## config.mk

```make
export PLATFORM = sky130hd
export DESIGN_NAME = hazard_stall_controller
export DESIGN_NICKNAME = d
export VERILOG_FILES = /design/src/rtl/hazard_pkg.sv /design/src/rtl/hazard_stall_controller_load_use.sv /design/src/rtl/hazard_stall_controller.sv
export SDC_FILE = /design/constraint.sdc
export NUM_CORES = 1
export LEC_CHECK = 0
export ABC_CLOCK_PERIOD_IN_PS = 2200
export CORE_UTILIZATION = 43
export DETAILED_ROUTE_END_ITERATION = 10
export PLACE_DENSITY = 0.78
export SLEW_MARGIN = 20
export SYNTH_ARGS = -nofsm -noshare
export SYNTH_HDL_FRONTEND = slang
export SYNTH_SLANG_ARGS = --single-unit
```

## constraint.sdc

```tcl
create_clock -name clk -period 2.2 [get_ports clk]
set_clock_uncertainty 0.15 [all_clocks]
set_input_delay 0.22 -clock clk [delete_from_list [all_inputs] [get_ports clk]]
set_output_delay 0.22 -clock clk [all_outputs]
set_load 0.01 [all_outputs]
```

## src/rtl/hazard_pkg.sv

```systemverilog
// Shared definitions for the pipeline hazard/stall controller:
// FSM state encoding, the hard-wired zero register and the MDU latency default.
package hazard_pkg;

    // Controller state: normal issue, or multiply/divide unit occupied.
    typedef enum logic {
        RUN      = 1'b0,
        MDU_BUSY = 1'b1
    } hz_state_e;

    // $zero is hard-wired, so a load targeting it never creates a dependency.
    localparam logic [4:0] REG_ZERO = 5'd0;

    // Cycles the MDU stays busy after a start (legal range 1..15).
    localparam int DEFAULT_MDU_LATENCY = 4;

endpackage : hazard_pkg

```

## src/rtl/hazard_stall_controller_load_use.sv

```systemverilog
// Load-use detector: flags an ID instruction that needs the result of a load
// still in EX. Purely combinational so it can be shared with the branch-compare
// logic in ID.
module load_use_detector
    import hazard_pkg::*;
(
    input  logic [4:0] id_rs_i,
    input  logic [4:0] id_rt_i,
    input  logic       id_uses_rt_i,
    input  logic       ex_mem_read_i,
    input  logic [4:0] ex_rt_i,
    output logic       load_use_o
);

    logic rs_match;
    logic rt_match;
    logic dest_live;

    // A load into $zero produces nothing to wait for; rt only matters when read.
    always_comb begin
        dest_live  = (ex_rt_i != REG_ZERO);
        rs_match   = (ex_rt_i == id_rs_i);
        rt_match   = id_uses_rt_i && (ex_rt_i == id_rt_i);
        load_use_o = ex_mem_read_i && dest_live && (rs_match || rt_match);
    end

endmodule : load_use_detector

```

## src/rtl/hazard_stall_controller.sv

```systemverilog
// Pipeline sequencing controller for the 5-stage core. Resolves the hazards
// forwarding cannot: load-use stalls, taken-branch flushes and stalls around
// the multi-cycle MDU. Control outputs are combinational so a stall or flush
// takes effect in the same cycle the hazard is visible.
//
// state    | meaning
// ---------+--------------------------------------------------------------
// RUN      | MDU idle; ID may issue a new mult/div
// MDU_BUSY | MDU computing; mdu_cnt_q counts down the remaining cycles,
//          | further MDU ops and mfhi/mflo are held in ID
module hazard_stall_controller
    import hazard_pkg::*;
#(
    parameter int MDU_LATENCY = DEFAULT_MDU_LATENCY,
    parameter int STALL_CNT_W = 16
) (
    input  logic                   clk,
    input  logic                   rst,
    input  logic [4:0]             ID_Rs,
    input  logic [4:0]             ID_Rt,
    input  logic                   ID_UsesRt,
    input  logic                   ID_IsMdu,
    input  logic                   ID_IsMfHiLo,
    input  logic                   ID_Ex_MemRead,
    input  logic [4:0]             ID_Ex_Rt,
    input  logic                   Ex_BranchTaken,
    output logic                   PC_Write,
    output logic                   IF_ID_Write,
    output logic                   ID_Ex_Bubble,
    output logic                   IF_ID_Flush,
    output logic                   MduStart,
    output logic                   MduBusy,
    output logic [STALL_CNT_W-1:0] StallCycles
);

    localparam logic [3:0] MDU_LAT = 4'(MDU_LATENCY);

    hz_state_e              state_q, state_d;
    logic [3:0]             mdu_cnt_q, mdu_cnt_d;
    logic [STALL_CNT_W-1:0] stall_cnt_q, stall_cnt_d;

    logic load_use;
    logic mdu_hazard;
    logic mdu_busy;

    load_use_detector u_load_use (
        .id_rs_i       (ID_Rs),
        .id_rt_i       (ID_Rt),
        .id_uses_rt_i  (ID_UsesRt),
        .ex_mem_read_i (ID_Ex_MemRead),
        .ex_rt_i       (ID_Ex_Rt),
        .load_use_o    (load_use)
    );

    // MDU occupancy and the HI/LO dependency it creates for the ID instruction.
    always_comb begin
        mdu_busy   = (state_q == MDU_BUSY);
        mdu_hazard = mdu_busy && (ID_IsMdu || ID_IsMfHiLo);
    end

    // Pipeline control: reset, then branch flush, then stalls, then MDU issue.
    // A taken branch wins over stalls because the ID instruction is wrong-path.
    always_comb begin
        PC_Write     = 1'b1;
        IF_ID_Write  = 1'b1;
        ID_Ex_Bubble = 1'b0;
        IF_ID_Flush  = 1'b0;
        MduStart     = 1'b0;
        if (rst) begin
            PC_Write     = 1'b0;
            IF_ID_Write  = 1'b0;
            ID_Ex_Bubble = 1'b1;
            IF_ID_Flush  = 1'b1;
        end else if (Ex_BranchTaken) begin
            ID_Ex_Bubble = 1'b1;
            IF_ID_Flush  = 1'b1;
        end else if (load_use || mdu_hazard) begin
            PC_Write     = 1'b0;
            IF_ID_Write  = 1'b0;
            ID_Ex_Bubble = 1'b1;
        end else if (ID_IsMdu && !mdu_busy) begin
            MduStart     = 1'b1;
        end
    end

    assign MduBusy = mdu_busy && !rst;

    // FSM next state: the countdown runs every busy cycle regardless of
    // stalls or flushes, since the running MDU op is older than any branch.
    always_comb begin
        state_d   = state_q;
        mdu_cnt_d = mdu_cnt_q;
        case (state_q)
            RUN: begin
                if (MduStart) begin
                    state_d   = MDU_BUSY;
                    mdu_cnt_d = MDU_LAT;
                end
            end
            MDU_BUSY: begin
                if (mdu_cnt_q == 4'd1) begin
                    state_d   = RUN;
                    mdu_cnt_d = 4'd0;
                end else begin
                    mdu_cnt_d = mdu_cnt_q - 4'd1;
                end
            end
            default: begin
                state_d   = RUN;
                mdu_cnt_d = 4'd0;
            end
        endcase
    end

    // FSM registers; reset abandons any MDU operation in flight.
    always_ff @(posedge clk) begin
        if (rst) begin
            state_q   <= RUN;
            mdu_cnt_q <= 4'd0;
        end else begin
            state_q   <= state_d;
            mdu_cnt_q <= mdu_cnt_d;
        end
    end

    // Stall counter next value: count frozen-PC cycles, saturating at all-ones.
    always_comb begin
        stall_cnt_d = stall_cnt_q;
        if (!PC_Write && (stall_cnt_q != {STALL_CNT_W{1'b1}})) begin
            stall_cnt_d = stall_cnt_q + STALL_CNT_W'(1);
        end
    end

    // Stall counter register; reset cycles are not counted.
    always_ff @(posedge clk) begin
        if (rst) begin
            stall_cnt_q <= '0;
        end else begin
            stall_cnt_q <= stall_cnt_d;
        end
    end

    assign StallCycles = stall_cnt_q;

endmodule : hazard_stall_controller
```

Yosys cells after proc, flatten, opt, wreduce, memory -nomap -nowiden
Index checks and enable logic that the tools add are counted.
{"block": "totals", "ff_bits": 21, "in_bits": 22, "out_inout_bits": 22, "word_cells": 43}
{"block": "classes", "addsub": 2, "n_eq_ne": 5, "n_mux": 18, "n_bitwise": 1, "n_reduce_logical": 14}
{"operator": "adder 16 x 1 -> 16 bit (second input constant)", "n": 1}
{"operator": "inequality test 16 bit (second input constant)", "n": 1}
{"operator": "2-to-1 mux 1 bit", "n": 14}
{"operator": "== test 5 bit", "n": 2}
{"operator": "2-to-1 mux 4 bit", "n": 2}
{"operator": "case mux 4 bit (2 select lines)", "n": 1}
{"operator": "logical AND 1 bit", "n": 7}
{"operator": "nonzero test 5 bit", "n": 1}
{"operator": "== test 4 x 1 -> 1 bit (second input constant)", "n": 1}
{"operator": "subtractor 4 x 1 -> 4 bit (second input constant)", "n": 1}
{"operator": "logical NOT 1 bit", "n": 3}
{"operator": "logical OR 1 bit", "n": 3}
{"operator": "inequality test 2 bit (second input constant)", "n": 1}
{"operator": "case mux 1 bit (2 select lines)", "n": 1}
{"operator": "inverter 1 bit", "n": 1}

Logic depth before layout (Yosys ltp)
{"block": "logic_depth", "ltp_word": 10, "ltp_mapped": 8, "mapped_depth_nobuf": 7}

By module
From an unflattened synthesis, not the netlist that was laid out.
{"block": "hier_totals", "hier_cells": 160, "hier_area_um2": 1338.8}
{"mod": "hazard_stall_controller", "instances": 1, "cells_per_inst": 143, "area_per_inst_um2": 1206.2, "seq_area_each_um2": 420.4}
{"mod": "load_use_detector", "instances": 1, "cells_per_inst": 17, "area_per_inst_um2": 132.6, "seq_area_each_um2": 0.0}

Worst setup path before layout
No wires, ideal clock.
{"block": "synth_path", "path_type": "register to register", "from": "reg stall_cnt_q[3], in the netlist StallCycles[3]", "to": "reg stall_cnt_q[2], in the netlist StallCycles[2]", "setup_ns": 0.128, "t_arrival_ns": 1.784, "required_time_ns": 1.922, "slack_ns": 0.138, "stages_incl_launch_ff": 9, "path_buffers": 1, "synth_period_minus_slack_ns": 2.062, "cell_sequence": "dfxtp_1 > and4_1 > nand4_1 > nor3_2 > nand4_1 > nand4_2 > buf_4 > xnor2_1 > nor2_1"}
{"block": "synth_via", "elab_chain_cells": 2}
{"item": "start, declared", "line_no": "hazard_stall_controller.sv:40", "rtl": "logic [STALL_CNT_W-1:0] stall_cnt_q, stall_cnt_d;"}
{"item": "start signal, assigned", "line_no": "hazard_stall_controller.sv:139", "rtl": "stall_cnt_q <= stall_cnt_d;"}
{"item": "inequality test 16 bit", "line_no": "hazard_stall_controller.sv:129", "rtl": "if (!PC_Write && (stall_cnt_q != {STALL_CNT_W{1'b1}})) begin"}
{"item": "logical AND 1 bit", "line_no": "hazard_stall_controller.sv:129"}
No other way between the ends.
A chain may end at the register's enable or synchronous reset.

Worst setup path in the final report
{"block": "layout_path", "from": "in ID_Rs[4]", "to": "out PC_Write"}
{"block": "layout_via", "elab_chain_cells": 7}
{"item": "start, declared", "line_no": "hazard_stall_controller.sv:19", "rtl": "input logic [4:0] ID_Rs,"}
{"item": "== test 5 bit", "line_no": "hazard_stall_controller_load_use.sv:22", "rtl": "rs_match = (ex_rt_i == id_rs_i);"}
{"item": "logical OR 1 bit", "line_no": "hazard_stall_controller_load_use.sv:24", "rtl": "load_use_o = ex_mem_read_i && dest_live && (rs_match || rt_match);"}
{"item": "logical AND 1 bit", "line_no": "hazard_stall_controller_load_use.sv:24"}
{"item": "logical OR 1 bit", "line_no": "hazard_stall_controller.sv:77", "rtl": "end else if (load_use || mdu_hazard) begin"}
{"item": "2-to-1 mux 1 bit", "line_no": "hazard_stall_controller.sv:77"}
{"item": "2-to-1 mux 1 bit", "line_no": "hazard_stall_controller.sv:74", "rtl": "end else if (Ex_BranchTaken) begin"}
{"item": "2-to-1 mux 1 bit", "line_no": "hazard_stall_controller.sv:69", "rtl": "if (rst) begin"}
{"item": "end, declared", "line_no": "hazard_stall_controller.sv:27", "rtl": "output logic PC_Write,"}
No other way between the ends.

==> results.toml <==
[critical_path]
cp_data_required_time_ns = 1.83
crit_fanout = 3
end_kind = "output pin"
r2r-end = "StallCycles[5]"
crit_path_start_kind = "input port"
reg2reg_depth = 9
crit_chain = "clkdlybuf4s50_1 > xor2_1 > nor3_2 > a32oi_2 > o21ai_2 > buf_4 > a21oi_2 > clkbuf_2"
path_class = "input port to output pin"
worstPathArrival_ns = 1.80
reg2reg_from = "StallCycles[5]"
critPathMaxStageDelay_ns = 0.47
slowest_stage = "clkdlybuf4s50_1"
rrSetupSlack_ns = 0.16

[cts]
tritoncts = "yes"
cts-root-buf = "clkbuf_4"
cts_hold_buf = 0
clock-sinks = 21
clk_path_buf_depth = 2
cts_buffers = 3
clock_latency_ns = 0.32
htreeDepth = 1
clkTransAtPathRegs_ns = 0.11

[timing]
worst_slew_pin_slew_ns = 0.291
slew_headroom = 0.804
layout_worst_path_cycle_share = 0.985
whs_ns = 0.347
final_hold_viol_count = 0
slew_viol_final = 0
finalSetupViolations = 0
period_needed_ns = 2.17
grt_setup_unrepaired = "true"
max_freq_ghz = 0.462

[placed_design]
place.detailed.hpwl_um = 2320
dp_cells = 227
io_buffer_count = 43
gp_congestion = 0.726

[routing]
drt_wl_total_um = 3250
drt_iter0_drc = 9
routed_via_density = 5.53
wl_per_cell_um = 13.6
ant_nets = 0
firstDrtPassIters = 4
vias = 1315
drc = 0

[final_layout]
area_growth_pct = 56.4
drive_gt1_frac = 0.236
final_cells = 238
nets = 234
fillCellCount = 208
antenna_cells = 0

[yosys]
synthFlopType = "dfxtp_1"
synth_fa_ha_area_frac = 0.0321
synthSimpleGateAreaFrac = 0.256
synth_compound_area_frac = 0.190
synthDistinctLibCells = 31
synth_edf_count = 0
yosysWarnings = 0
synth_top_family_by_area = "simple AND/OR/NAND/NOR gates"
syn_inst = 143
ys_ff_latch = 21
synth_mux_area_frac = 0.00855
async_flop_share = 0
postSynthAreaPerCell_um2 = 8.19
synth_area_um2 = 1170
ys_seq_area_frac = 0.359
synth-xor-area-share = 0.0897
synth_nets = 168

[min_path]
hold_path_class = "flip-flop to flip-flop"
holdPathEnd = "mdu_cnt_q[1]"
hold_depth = 2
holdCritStartpoint = "mdu_cnt_q[1]"

[global_route]
grt-ovfl-total = 0
grtUsageTotal = 0.241
grt_pass1_vias = 1246
grt_pass1_wl_um = 5050
antenna_found_initial = 0
grt_max_degree = 24

[floorplanning]
design.die.area_um2 = 2940
fp.dieH_um = 54.2
num_rows = 18
io_pins = 44
core_area_um2 = 2520
start_util = 0.464
die_w_um = 54.2

[pwr]
vdd_ir_drop_max_mv = 0.248
power_leakage_nw = 0.697
total_power_w = 0.000724
power_density_nw_per_um2 = 395

[status]
status = "finished, final reports clean"

[job]
cap_violations = 0
-- placed cells by master, fill, tap and decap left out, types with 3 or more instances in the layout --
cell type         n
nand3_1           4
dfxtp_1          21
nor2_1            9
clkbuf_2          6
clkdlybuf4s50_1  30
o31ai_1           3
a21oi_2           4
inv_1            11
clkbuf_4          3
nand4_1           3
xor2_1           10
nand2_1           8
o21ai_0          12
a21oi_1          14
buf_4            18
dlygate4sd2_1     6
or4_1             4
or3_1             8
buf_6             5
ha_1              3
nand2b_1          3
-- cells in the mapped netlist (2+ instances only) --
library cell / number / area share
or4_1: 5 / 0.032
a31oi_1: 2 / 0.011
nand2b_1: 3 / 0.016
clkbuf_1: 2 / 0.0064
nand4_1: 3 / 0.016
or3_1: 8 / 0.043
a21oi_1: 18 / 0.077
or3_2: 2 / 0.013
inv_1: 11 / 0.035
xnor2_1: 2 / 0.015
nand2_1: 8 / 0.026
o31ai_1: 3 / 0.019
ha_1: 3 / 0.032
o211ai_1: 2 / 0.013
o21ai_0: 13 / 0.056
nand3_1: 4 / 0.017
nor3_1: 2 / 0.0085
buf_4: 2 / 0.013
xor2_1: 10 / 0.075
dfxtp_1: 21 / 0.36
nor2_1: 9 / 0.029
-- layout make-up --
cell class	count	area (um2)	share of cell area
inverters	11	41.3	0.0225
clock inverters	1	5.00	0.00273
well taps	30	37.5	0.0205
repair buffers	66	579	0.316
flip-flops and latches	21	420	0.230
clock buffers	3	22.5	0.0123
multi-input cells	106	726	0.396
-- per-layer routing --
layer | vias up | wire length (um) | track usage
li1 | 647 | - | -
met1 | 616 | 1240 | 0.256
met2 | 47 | 1770 | 0.449
met3 | 5 | 181 | 0.0508
met4 | 0 | 52 | 0.0983
met5 | - | 0 | 0
-- state kept, by name, summed over array words and instances, names as in the netlist --
register,cells
StallCycles,16
mdu_cnt_q,4
mdu_busy,1
-- how the worst max path moves through the flow --
| stage | slack [ns] | endpoint | start |
|---|---|---|---|
| floorplan | 0.14 | StallCycles[2] | StallCycles[3] |
| global placement | -0.51 | MduStart | ID_Ex_Rt[3] |
| detailed placement | -0.58 | StallCycles[4] | ID_Ex_Rt[2] |
| CTS | 0.004 | StallCycles[12] | ID_Ex_Rt[1] |
| global route | -0.04 | StallCycles[3] | StallCycles[5] |
| finish | 0.03 | PC_Write | ID_Rs[4] |
-- critical path, delay by kind of cell --
family	cells	cell delay (ns)
AO/OA/AOI/OAI	3	0.49
XOR/XNOR	1	0.23
buffers and inverters	3	0.77
AND/OR/NAND/NOR	1	0.09
-- cell families after synthesis --
kind of cell / after synthesis
AND/OR/NAND/NOR: 50
AO/OA/AOI/OAI: 40
flip-flops: 21
buffers and inverters: 16
XOR/XNOR: 12
adder cells (fa/ha/maj): 3
multiplexers: 1
-- report_power, final --
| group | internal, W | switching (W) |
|---|---|---|
| combinational | 0.0000731 | 0.0000659 |
| clock | 0.0000681 | 0.000122 |
| sequential | 0.000388 | 0.00000738 |
| total | 0.000529 | 0.000195 |
-- stage by stage --
stage / worst slack (ns) / area, um2 / TNS (ns) / utilization
global route: -0.0389 / 1830 / -0.112 / 0.726
floorplan: 0.138 / 1170 / 0 / -
global placement: -0.514 / 1730 / -7.50 / 0.684
finish: 0.0339 / 1830 / 0 / 0.726
CTS: 0.00378 / 1830 / 0 / 0.724
detailed placement: -0.582 / 1730 / -9.69 / 0.684
-- what timing repair did --
action                                 in CTS  in global routing
buffers inserted                            4                  3
endpoints found under the hold margin       0                  0
pin swaps                                  10                  9
setup endpoints to repair                  18                 18
gates resized for setup                    31                 13
gates cloned                                0                  0
Note: power is estimated with default switching activity, not from simulation.
